File: src/rtl/uart_frame_packer.sv
// Packs one CH_NUM x 16-bit sample into a HEADER + data + checksum frame for the UART TX handshake.
// Define UART_PACK_CHKSUM_EN to compute the checksum byte; otherwise it is sent as 8'h00.
module uart_frame_packer #(
    parameter int         CH_NUM = 8,
    parameter logic [7:0] HEADER = 8'hA5
) (
    input  logic                       clk,
    input  logic                       rst,
    input  logic [CH_NUM*16-1:0]       sample_data,
    input  logic                       sample_vld,
    output logic [(CH_NUM*2+2)*8-1:0]  tx_data,
    output logic                       tx_vld,
    input  logic                       tx_rdy,
    output logic                       busy,
    output logic [15:0]                drop_cnt,
    output logic [15:0]                frame_cnt
);

    localparam int FRAME_BYTES = CH_NUM*2 + 2;
    localparam int FRAME_W     = FRAME_BYTES*8;
    localparam int DATA_BYTES  = CH_NUM*2;
    localparam int IDX_W       = (DATA_BYTES > 1) ? $clog2(DATA_BYTES) : 1;

    typedef enum logic [2:0] {
        S_IDLE   = 3'd0,
`ifdef UART_PACK_CHKSUM_EN
        S_CALC   = 3'd1,
`endif
        S_SEND   = 3'd2,
        S_ACCEPT = 3'd3,
        S_DONE   = 3'd4
    } state_t;

    state_t               r_state;
    logic [CH_NUM*16-1:0] r_pend_data;
    logic                 r_pend_full;
    logic [FRAME_W-1:0]   r_tx_data;
    logic                 r_tx_vld;
    logic                 r_busy;
    logic [15:0]          r_drop_cnt;
    logic [15:0]          r_frame_cnt;
`ifdef UART_PACK_CHKSUM_EN
    logic [7:0]           r_acc;
    logic [IDX_W-1:0]     r_idx;
    logic [7:0]           w_byte;
`endif

    logic w_consume;
    logic w_capture;

    function automatic logic [15:0] sat_inc16(input logic [15:0] v);
        if (v == 16'hFFFF) return v;
        return v + 16'd1;
    endfunction

    // Header in the top byte, channel 0 high byte next, checksum slot left at zero.
    function automatic logic [FRAME_W-1:0] pack_frame(input logic [CH_NUM*16-1:0] s);
        logic [FRAME_W-1:0] f;
        f = '0;
        f[FRAME_W-1 -: 8] = HEADER;
        for (int k = 0; k < CH_NUM; k++) begin
            f[(FRAME_BYTES-3-2*k)*8 +: 16] = s[16*k +: 16];
        end
        return f;
    endfunction

`ifdef UART_PACK_CHKSUM_EN
    function automatic logic [7:0] data_byte(input logic [FRAME_W-1:0] f,
                                             input logic [IDX_W-1:0]   idx);
        logic [7:0] b;
        b = 8'h00;
        for (int i = 0; i < DATA_BYTES; i++) begin
            if (idx == IDX_W'(i)) b = f[(FRAME_BYTES-2-i)*8 +: 8];
        end
        return b;
    endfunction

    assign w_byte = data_byte(r_tx_data, r_idx);
`endif

    assign w_consume = (r_state == S_IDLE) && r_pend_full;
    assign w_capture = sample_vld && (!r_pend_full || w_consume);

    // Pending slot: a sample arriving while IDLE empties the slot is kept, not dropped.
    always_ff @(posedge clk) begin
        if (rst) begin
            r_pend_full <= 1'b0;
            r_drop_cnt  <= 16'd0;
        end else if (w_capture) begin
            r_pend_full <= 1'b1;
        end else if (sample_vld) begin
            r_drop_cnt  <= sat_inc16(r_drop_cnt);
        end else if (w_consume) begin
            r_pend_full <= 1'b0;
        end
    end

    always_ff @(posedge clk) begin
        if (w_capture) r_pend_data <= sample_data;
    end

    always_ff @(posedge clk) begin
        if (rst) begin
            r_state     <= S_IDLE;
            r_tx_data   <= '0;
            r_tx_vld    <= 1'b0;
            r_busy      <= 1'b0;
            r_frame_cnt <= 16'd0;
`ifdef UART_PACK_CHKSUM_EN
            r_acc       <= 8'h00;
            r_idx       <= '0;
`endif
        end else begin
            r_tx_vld <= 1'b0;
            case (r_state)
                S_IDLE: begin
                    if (r_pend_full) begin
                        r_tx_data <= pack_frame(r_pend_data);
                        r_busy    <= 1'b1;
`ifdef UART_PACK_CHKSUM_EN
                        r_acc     <= 8'h00;
                        r_idx     <= '0;
                        r_state   <= S_CALC;
`else
                        r_state   <= S_SEND;
`endif
                    end
                end
`ifdef UART_PACK_CHKSUM_EN
                S_CALC: begin
                    r_acc <= r_acc + w_byte;
                    r_idx <= r_idx + IDX_W'(1);
                    if (r_idx == IDX_W'(DATA_BYTES-1)) begin
                        r_tx_data[7:0] <= r_acc + w_byte;
                        r_state        <= S_SEND;
                    end
                end
`endif
                S_SEND: begin
                    if (tx_rdy) begin
                        r_tx_vld <= 1'b1;
                        r_state  <= S_ACCEPT;
                    end
                end
                S_ACCEPT: begin
                    if (!tx_rdy) begin
                        r_frame_cnt <= r_frame_cnt + 16'd1;
                        r_state     <= S_DONE;
                    end
                end
                S_DONE: begin
                    if (tx_rdy) begin
                        r_busy  <= 1'b0;
                        r_state <= S_IDLE;
                    end
                end
                default: begin
                    r_state     <= S_IDLE;
                    r_tx_data   <= '0;
                    r_tx_vld    <= 1'b0;
                    r_busy      <= 1'b0;
                    r_frame_cnt <= 16'd0;
                end
            endcase
        end
    end

    assign tx_data   = r_tx_data;
    assign tx_vld    = r_tx_vld;
    assign busy      = r_busy;
    assign drop_cnt  = r_drop_cnt;
    assign frame_cnt = r_frame_cnt;

endmodule

File: config.mk
export PLATFORM = sky130hd
export DESIGN_NAME = uart_frame_packer
export DESIGN_NICKNAME = d
export VERILOG_FILES = /design/src/rtl/uart_frame_packer.sv
export SDC_FILE = /design/constraint.sdc
export NUM_CORES = 1
export LEC_CHECK = 0
export ABC_AREA = 1
export ABC_CLOCK_PERIOD_IN_PS = 8700
export BUFFER_PORTS_ARGS = -buffer_cell sky130_fd_sc_hd__clkbuf_2
export CORE_MARGIN = 2
export CORE_UTILIZATION = 45
export CTS_CLUSTER_SIZE = 25
export DETAILED_ROUTE_END_ITERATION = 7
export PLACE_DENSITY = 0.69
export SYNTH_ARGS = -nofsm -noshare
export SYNTH_HDL_FRONTEND = slang
export SYNTH_SLANG_ARGS = --single-unit
File: constraint.sdc
create_clock -name clk -period 8.7 [get_ports clk]
set_input_delay 0.87 -clock clk [delete_from_list [all_inputs] [get_ports clk]]
set_output_delay 0.87 -clock clk [all_outputs]
set_load 0.05 [all_outputs]
## Word level (Yosys, flattened, before mapping)

Index checks and enable logic that the tools add are counted.

- Bits in registers: 310
- Bits of input ports: 132
- Output and inout bits: 178
- Word-level logic and storage cells: 62

- Add/subtract/negate cells: 2
- Equality and inequality tests: 10
- Multiplexer cells: 21
- Bitwise gates (word level): 5
- Reduce and logical (&&, ||, !) cells: 16

Operators by type and width:

| cell | count |
|---|---|
| 144-bit case mux with 2 select lines | 1 |
| 144-bit 2-to-1 mux | 1 |
| 16-bit by 1-bit adder with 16-bit output, second input constant | 2 |
| 16-bit 2-to-1 mux | 2 |
| 16-bit case mux with 2 select lines | 1 |
| 16-bit == test, second input constant | 1 |
| 3-bit 2-to-1 mux | 4 |
| 3-bit case mux with 4 select lines | 1 |
| 1-bit 2-to-1 mux | 10 |
| 2-bit inequality test, second input constant | 5 |
| 3-bit by 2-bit == test with 1-bit output, second input constant | 2 |
| 2-bit AND reduction | 3 |
| 3-bit AND reduction | 2 |
| 3-bit OR reduction | 2 |
| 1-bit inverter | 5 |
| 4-bit AND reduction | 1 |
| 2-bit OR reduction | 2 |
| 3-bit == test, second input constant | 1 |
| 3-bit zero test | 1 |
| 1-bit case mux with 3 select lines | 1 |
| 1-bit logical AND | 2 |
| 2-bit by 1-bit inequality test with 1-bit output, second input constant | 1 |
| 2-bit nonzero test | 1 |
| 1-bit zero test | 1 |
| 1-bit logical OR | 1 |

## Longest topological paths before layout

Gate-level depths: netlist (run 1).

- Depth in word-level cells: 8
- Depth in mapped cells: 11
- Mapped depth without buffers: 10

## Worst setup path after synthesis (run 1)

OpenSTA, ideal clock, no wires.

- Path type: input port to flip-flop
- Start: input sample_vld
- End: register r_drop_cnt[0] (netlist: drop_cnt[0])
- Setup time: 0.128 ns
- Arrival: 8.236 ns
- Required time: 8.572 ns
- Path slack: 0.336 ns
- Cell stages on the path: 7
- Buffers on the path: 0
- Cell sequence: inv_2 -> a21oi_1 -> nor2_1 -> nand2_1 -> nand2_1 -> nand2_1 -> nor2_1

- Cells in the longest elaborated chain, start to end: 3

Ends and longest elaborated chain:

| what | RTL line | text |
|---|---|---|
| from (decl) | 10 | `input logic sample_vld,` |
| 1-bit logical AND | 82 | `assign w_capture = sample_vld && (!r_pend_full \|\| w_consume);` |
| via w_capture | 49 | `logic w_capture;` |
| 1-bit inverter (no source line) | n/a |  |
| 3-bit AND reduction (no source line) | n/a |  |
| to (signal assigned) | 92 | `r_drop_cnt <= sat_inc16(r_drop_cnt);` |
| to (decl) | 40 | `logic [15:0] r_drop_cnt;` |

The timed path passes the listed nets, and every way through them passes these cells.
A chain may end at the register's enable or synchronous reset.

## Worst setup path after layout (run 1)

- Start: register r_state[0]
- End: register r_tx_data[81] (netlist: tx_data[81])

- Cells in the longest elaborated chain, start to end: 4
- Elaborated cells on any way between the ends: 9
- Those cells by class: eq/ne: 4; mux: 1; bitwise: 1; reduce/logical: 3

Ends and longest elaborated chain:

| what | RTL line | text |
|---|---|---|
| from (decl) | 34 | `state_t r_state;` |
| from (signal assigned) | 104 | `r_state <= S_IDLE;` |
| from (signal assigned) | 125 | `r_state <= S_SEND;` |
| from (signal assigned) | 142 | `r_state <= S_ACCEPT;` |
| 3-bit == test / 3-bit by 2-bit == test with 1-bit output (equally long branches) | 115 | `case (r_state)` |
| 3-bit OR reduction (no source line) | n/a |  |
| 1-bit inverter (no source line) | n/a |  |
| 2-bit AND reduction (no source line) | n/a |  |
| to (signal assigned) | 118 | `r_tx_data <= pack_frame(r_pend_data);` |
| to (decl) | 37 | `logic [FRAME_W-1:0] r_tx_data;` |

Several ways; a longest one is shown, not always the timed one.

==> flow_summary.ini, run 1 <==
[grt]
grt_pass1_vias = 8358
overflow = 0
grt_use_total_pct = 18.1
grt_max_degree = 165
antenna_found_initial = 2
grt_pass1_wl_um = 42100

[min_path]
min_to = busy
min_path_cells = 2
hold_path.class = reg -> reg
min_from = busy

[placed_design]
place.gp.congestion = 0.837
dp_hpwl_um = 17200
place_area_um2 = 13700
portBuffers = 297

[critical_path]
path_class = reg -> reg
path_common_cell = nand2_2
path_cells = nor2_2, nand2_2, inv_4, nand2_2, nand3_4, buf_12, nand2_1, inv_2, nor3_2
crit_path_end_kind = flip-flop
reg2reg_to = tx_data[81]
crit_fanout = 164
max_stage_delay_ns = 0.68
critPathRequiredTime_ns = 9.11
rr_worst_depth = 9
r2r_start = r_state[0]
startpoint_type = flip-flop
crit_slowest_cell = nand3_4
rrSetupSlack_ns = 5.59
cp.arrival_ns = 3.52

[sta]
tns_ns = 0
setup_viol = 0
fin_worst_skew_ns = 0.0139
finalMaxSlewViolations = 0
worst_pin_slew_ns = 1.05
slew_headroom_pct = 30.0
hold_viol_final = 0
fin_crit_sh_pct = 35.7
max_freq_ghz = 0.322
period_needed_ns = 3.11
rsz0062_at_grt = no

[cts]
post-cts-setup-buffers = 0
clockBufferDepth = 3
cts-htree-levels = 1
insertion_delay_ns = 0.55
numCtsBuffers = 31
clockRootBuffer = clkbuf_16
cts.repair.resized = 0
cts.sinks = 295
clkTransAtPathRegs_ns = 0.06
cts_tree = built
holdBufCountCts = 0

[routing]
num_vias = 8929
drc = 0
wl_per_cell_um = 13.8
drt-pass1-iter-count = 5
drt-total-wl_um = 26600
vias_per_cell = 4.62
ant_nets = 0
drt_iter0_drc = 613

[run_status]
status = completed

[synth]
synth_seq_cells = 295
yosysTopAreaCell = edfxtp_1
synth-compound-area-share_pct = 6.67
synth_xor_area_share_pct = 0.216
synth-adder-area-share_pct = 0.206
syn-cell-area_um2 = 12200
ys_types = 29
ys_top_cells_by_area = edfxtp_1 32%, dfxtp_1 27%, nor3_2 9.1%
synth_top_family_by_area = simple AND/OR/NAND/NOR gates
synth_top_area_share_pct = 31.6
synth_simple_gate_area_share_pct = 20.6
synth_seq_area_share_pct = 59.1
syn_inst = 1296
avgSynthCellArea_um2 = 9.38
synth_mux_area_share_pct = 0
synthesis.yosys.warnings = 0

[layout]
syn_to_final_growth_pct = 20.9
drive_above_1_share_pct = 36.5
nFillCells = 2379
fin_nets = 1700
ff_latch_area_um2 = 7190
multi_input_area_um2 = 3430
post-route-cell-area_um2 = 14700

[die]
die_y_um = 168
core_area_um2 = 26700
initial_core_util_pct = 45.5
die_w_um = 168
floorplan.rows = 60
die-area_um2 = 28300
boundaryPins = 310

[pwr]
p_leak_uw = 0.00675
peakVddDrop_v = 0.000171
power_density_nw_per_um2 = 282

[flow_run]
maxCapViolCount = 0
cell usage after synthesis (all sizes together):
cell type / n
o21bai: 1
or2: 1
edfxtp: 128
a21boi: 1
buf: 60
conb: 1
xor2: 3
nand2: 224
nor4: 1
ha: 2
dfxtp: 167
nand3: 26
nor3: 135
nand3b: 1
nand4: 2
o21ai: 11
clkbuf: 18
inv: 298
a21oi: 148
nor2: 68
power breakdown:
| part | internal [uW] | switching, uW | total [uW] |
|---|---|---|---|
| logic | 287 | 906 | 1190 |
| registers | 1620 | 74.0 | 1690 |
| clock network | 736 | 529 | 1270 |
| total | 2640 | 1510 | 4150 |
area by class of cell:
cell class / count / share of cell area (%)
inverters: 298 / 7.63
well taps: 341 / 2.90
flip-flops and latches: 295 / 48.9
multi-input cells: 636 / 23.3
repair buffers: 304 / 10.6
diodes: 1 / 0.0170
clock buffers: 39 / 5.69
clock inverters: 18 / 0.979
sequential cells by signal, summed over array words and instances (netlist names):
name / flops
frame_cnt: 16
r_pend_data: 128
tx_vld: 1
r_pend_full: 1
drop_cnt: 16
r_state: 3
tx_data: 129
busy: 1
worst max-delay path by stage:
stage,to,slack [ns],from,depth (start not counted)
3_3_place_gp,r_pend_data[38],5.44,sample_vld,5
4_1_cts,tx_data[81],5.58,r_state[0],9
3_5_place_dp,r_pend_data[40],5.43,sample_vld,5
2_1_floorplan,drop_cnt[0],0.34,sample_vld,7
5_1_grt,tx_data[81],5.23,r_state[0],9
6_report,tx_data[81],5.59,r_state[0],9
critical path, delay by kind of cell, from the launching register on:
kind	cells	cell delay, ns
buf+inv	3	1.00
flops	1	0.35
simple gates	6	1.43
through the flow:
step	power [uW]	setup WS (ns)	std cells	utilization (%)	hold WS (ns)
5_1_grt	4360	5.23	1932	55.0	0.468
4_1_cts	4200	5.58	1931	55.0	0.462
3_3_place_gp	2900	5.44	1874	51.3	0.452
2_1_floorplan	2700	0.336	1307	-	0.465
6_report	4150	5.59	1932	55.0	0.479
3_5_place_dp	2920	5.43	1874	51.3	0.481
per-layer routing:
layer,share of wire (%),track usage (%)
met4,2.5,4.87
met1,43,23.0
met2,47,30.5
met5,0.045,0
met3,7.8,5.03
cells by family after synthesis:
logic type	count (synthesis)
AO/OA/AOI/OAI	161
XOR/XNOR	3
adder cells (fa/ha/maj)	2
buffers and inverters	376
flip-flops	295
other	1
AND/OR/NAND/NOR	458
placed cells by master, fill, tap and decap left out, types with 2 or more instances in the layout:
master      count
clkbuf_2      296
nand2_1       222
inv_1         186
dfxtp_1       167
a21oi_1       147
edfxtp_1      128
inv_2         111
nor3_2        110
nor2_1         66
clkbuf_16      31
nand3_1        25
nor3_1         25
conb_1         12
clkinv_2        9
o21ai_0         6
buf_4           6
o21ai_1         5
clkbuf_1        5
clkinv_1        4
xor2_1          3
clkbuf_8        3
nor2_2          2
nand2_2         2
nand4_1         2
ha_1            2
bufinv_16       2
clkinvlp_4      2
Note: power is estimated with default switching activity, not from simulation.
==> run 2: changes to the inputs <==
--- a/config.mk
+++ b/config.mk
@@ -6,7 +6,7 @@
 export NUM_CORES = 1
 export LEC_CHECK = 0
 export ABC_AREA = 1
-export ABC_CLOCK_PERIOD_IN_PS = 8700
+export ABC_CLOCK_PERIOD_IN_PS = 2770
 export BUFFER_PORTS_ARGS = -buffer_cell sky130_fd_sc_hd__clkbuf_2
 export CORE_MARGIN = 2
 export CORE_UTILIZATION = 45
==> constraint.sdc (replaced) <==
create_clock -name clk -period 2.77 [get_ports clk]
set_input_delay 0.277 -clock clk [delete_from_list [all_inputs] [get_ports clk]]
set_output_delay 0.277 -clock clk [all_outputs]
set_load 0.05 [all_outputs]
==> flow_summary.ini, run 2 (same netlist as run 1, synthesis figures left out) <==
[grt]
overflow = 0
grt_use_total_pct = 20.1
grt_pass1_wl_um = 46700
grt_max_degree = 180
grt_pass1_vias = 9532
antenna_found_initial = 1

[die]
die_y_um = 168
initial_core_util_pct = 45.5
core_area_um2 = 26700
die_w_um = 168
floorplan.rows = 60
boundaryPins = 310
die-area_um2 = 28300

[layout]
fin_cells = 2061
syn_to_final_growth_pct = 32.1
drive_above_1_share_pct = 34.0
fin_nets = 1829
largest_reg_flops = 129
post-route-util_pct = 60.1
layout_common_cells = 296 x clkbuf_2, 221 x nand2_1, 186 x inv_1
final_common_cell = clkbuf_2
post-route-cell-area_um2 = 16100

[sta]
hold_viol_final = 0
worst_pin_slew_ns = 0.799
slew_headroom_pct = 46.7
setup_viol = 0
fin_crit_sh_pct = 71.9
rsz0062_at_grt = no
period_needed_ns = 1.99
whs_ns = 0.0557
max_freq_ghz = 0.502
finalMaxSlewViolations = 0
fin_worst_skew_ns = 0.0153
fin_ws_ns = 0.779

[cts]
clkTransAtPathRegs_ns = 0.06
cts.sinks = 295
post-cts-setup-buffers = 0
cts.repair.resized = 0
numCtsBuffers = 30
clockRootBuffer = clkbuf_16
cts_tree = built
insertion_delay_ns = 0.55
clockBufferDepth = 3
cts-htree-levels = 1

[routing]
drc = 0
wl_per_cell_um = 14.2
drt_iter0_drc = 502
drt-pass1-iter-count = 5
ant_nets = 0
vias_per_cell = 4.61
drt-total-wl_um = 29300
num_vias = 9510

[run_status]
status = completed

[pwr]
p_leak_uw = 0.00731
peakVddDrop_v = 0.000524
power_density_nw_per_um2 = 822

[placed_design]
dp_cells = 1876
dp_hpwl_um = 17500
portBuffers = 297
place.gp.congestion = 0.818
place_area_um2 = 13800
post-place-ws_ns = 0.828

[flow_run]
maxCapViolCount = 0

[critical_path]
r2r_start = r_state[1]
rrSetupSlack_ns = 0.78
critPathRequiredTime_ns = 3.18
rr_worst_depth = 9
crit_path_end_kind = flip-flop
cp.arrival_ns = 2.40
reg2reg_to = tx_data[77]
startpoint_type = flip-flop
crit_fanout = 179
path_class = reg -> reg

[min_path]
min_path_cells = 3
hold_path.class = in -> reg
min_to = tx_vld
min_from = tx_rdy
run 2: cell count changes in the layout (fill, tap and decap cells not counted), moves of 3 or more:
cell	change
dlygate4sd3_1	+128
buf_12	+5
a21oi_1	-3
a21oi_2	+3
buf_4	-3
clkinv_2	-3
run 2: routing by layer:
metal | global-route usage, % | wire length, um | vias to the layer above
met5 | 0 | 0 | -
met4 | 6.52 | 865 | 0
met3 | 4.98 | 2070 | 56
met2 | 35.6 | 14400 | 278
met1 | 24.1 | 12000 | 4362
li1 | - | - | 4814
run 2: cell type report:
| type | count | area (um2) |
|---|---|---|
| Clock inverter | 14 | 93.8 |
| Tap cell | 341 | 427 |
| Inverter | 298 | 1120 |
| Multi-Input combinational cell | 636 | 3440 |
| Antenna cell | 1 | 2.50 |
| Sequential cell | 295 | 7190 |
| Timing Repair Buffer | 434 | 2920 |
| Clock buffer | 42 | 867 |
| Fill cell | 2178 | 10700 |
run 2: report_power, final:
part           internal, uW  switching (uW)
Combinational          1040            2940
Sequential             5070             241
Clock                  2260            1640
run 2: worst max path at each step:
stage / cells after the start / end / slack [ns] / start
3_5_place_dp: 11 / drop_cnt[7] / 0.83 / drop_cnt[0]
4_1_cts: 9 / tx_data[33] / 0.79 / r_state[1]
2_1_floorplan: 9 / drop_cnt[3] / -0.78 / r_state[1]
3_3_place_gp: 9 / tx_data[119] / 0.90 / r_state[0]
6_report: 9 / tx_data[77] / 0.78 / r_state[1]
5_1_grt: 9 / tx_data[77] / 0.60 / r_state[1]
run 2: stage by stage:
step	power, uW	TNS [ns]
2_1_floorplan	8470	-60.54
3_3_place_gp	9130	0
3_5_place_dp	9220	0
4_1_cts	13300	0
5_1_grt	13900	0
6_report	13200	0
run 2: critical path, cell delays in order (launching register included):
cell and delay [ns]:
dfxtp_2 0.35, nor2_4 0.16, nand2_2 0.13, inv_4 0.09
nand2_2 0.07, nand3_4 0.10, buf_12 0.47, nand2_1 0.18
inv_2 0.11, nor3_2 0.04
run 2: what timing repair did:
action,in CTS,in global routing
endpoints found under the setup margin,0,0
endpoints found under the hold margin,128,0
hold buffers,128,0
==> run 3: changes to the inputs <==
--- a/config.mk
+++ b/config.mk
@@ -6,7 +6,7 @@
 export NUM_CORES = 1
 export LEC_CHECK = 0
 export ABC_AREA = 1
-export ABC_CLOCK_PERIOD_IN_PS = 2770
+export ABC_CLOCK_PERIOD_IN_PS = 1800
 export BUFFER_PORTS_ARGS = -buffer_cell sky130_fd_sc_hd__clkbuf_2
 export CORE_MARGIN = 2
 export CORE_UTILIZATION = 45
==> constraint.sdc (replaced) <==
create_clock -name clk -period 1.8 [get_ports clk]
set_input_delay 0.18 -clock clk [delete_from_list [all_inputs] [get_ports clk]]
set_output_delay 0.18 -clock clk [all_outputs]
set_load 0.05 [all_outputs]
==> flow_summary.ini, run 3 (same netlist as run 1, synthesis figures left out) <==
[critical_path]
path_class = reg -> reg
crit_path_end_kind = flip-flop
cp.arrival_ns = 2.14
critPathRequiredTime_ns = 2.23
crit_fanout = 96
startpoint_type = flip-flop

[routing]
drt-total-wl_um = 29500
drt-pass1-iter-count = 5
drc = 0
drt_iter0_drc = 516
vias_per_cell = 4.61
ant_nets = 0
wl_per_cell_um = 14.2
num_vias = 9576

[cts]
cts_tree = built
clockRootBuffer = clkbuf_16
cts.sinks = 295
numCtsBuffers = 30
clkTransAtPathRegs_ns = 0.07
insertion_delay_ns = 0.55
clockBufferDepth = 3
cts-htree-levels = 1

[placed_design]
dp_hpwl_um = 17900
portBuffers = 297
dp_cells = 1891
place.gp.congestion = 0.798

[grt]
antenna_found_initial = 1
overflow = 0
grt_pass1_wl_um = 47100
grt_pass1_vias = 9600
grt_max_degree = 97
grt_use_total_pct = 20.2

[pwr]
peakVddDrop_v = 0.000937
p_leak_uw = 0.00750
power_density_nw_per_um2 = 1290

[sta]
finalMaxSlewViolations = 0
fin_crit_sh_pct = 95.1
worst_pin_slew_ns = 0.515
slew_headroom_pct = 65.6
period_needed_ns = 1.71
tns_ns = 0
setup_viol = 0
fin_worst_skew_ns = 0.00750
max_freq_ghz = 0.584
hold_viol_final = 0

[layout]
nFillCells = 2160
largest_reg_flops = 129
post-route-util_pct = 61.6
final_common_cell = clkbuf_2
drive_above_1_share_pct = 34.7
fin_cells = 2079
syn_to_final_growth_pct = 35.4
multi_input_area_um2 = 3440
fin_nets = 1847
layout_common_cells = 296 x clkbuf_2, 221 x nand2_1, 186 x inv_1
ff_latch_area_um2 = 7190

[run_status]
status = completed

[die]
die-area_um2 = 28300
core_area_um2 = 26700
boundaryPins = 310
die_w_um = 168
floorplan.rows = 60
die_y_um = 168
initial_core_util_pct = 45.5

[min_path]
hold_path.class = in -> reg

[flow_run]
maxCapViolCount = 0
-- run 3: layout make-up --
| cell class | count | area share (%) |
|---|---|---|
| inverters | 298 | 6.81 |
| diodes | 1 | 0.0152 |
| repair buffers | 452 | 19.3 |
| clock buffers | 38 | 4.99 |
| multi-input cells | 636 | 20.9 |
| well taps | 341 | 2.59 |
| clock inverters | 18 | 1.67 |
| flip-flops and latches | 295 | 43.7 |
-- run 3: repair_timing --
action                     4_1_cts  5_1_grt
hold endpoints to repair       146        0
setup buffers                    0        0
gates resized for setup          0        1
hold buffers                   131        0
setup endpoints to repair        0        3
-- run 3: path summary, 6_finish.rpt --
kind / from / end / slack [ns] / depth (start not counted)
worst max-delay path: r_state[1] / tx_data[123] / 0.09 / 9
worst min register to register: busy / busy / 0.47 / 2
worst min-delay path: sample_vld / drop_cnt[0] / 0.11 / 4
worst max register to register: r_state[1] / tx_data[123] / 0.09 / 9
-- run 3: metrics by stage --
step           setup WS, ns  cell area, um2  hold slack, ns  total power (uW)
2_1_floorplan         -1.75           12200           0.279             13000
3_3_place_gp          0.198           14000           0.357             14100
3_5_place_dp          0.116           14000           0.359             14300
4_1_cts               0.103           16400          0.0763             21400
5_1_grt            -0.00187           16500           0.113             22300
6_report             0.0873           16500           0.108             21200
-- run 3: metal layers --
| layer | global-route usage, % | vias up | part of all wire [%] |
|---|---|---|---|
| met5 | 0 | - | 0 |
| met2 | 35.5 | 322 | 48 |
| met4 | 6.63 | 0 | 3.3 |
| met1 | 24.7 | 4341 | 41 |
| met3 | 4.58 | 66 | 7.1 |
| li1 | - | 4847 | - |
-- run 3: power by group --
group          internal, uW  total (uW)  switching, uW
combinational          1690        6220           4520
clock                  4220        6830           2620
sequential             7810        8190            384
total                 13700       21200           7520
-- run 3: critical path, cell delays in order, from the launching register on --
cell,delay (ns)
dfxtp_2,0.35
nor2_4,0.16
nand2_2,0.12
inv_4,0.09
nand2_2,0.08
nand3_4,0.13
buf_16,0.30
nand2_1,0.14
inv_2,0.08
nor3_2,0.04
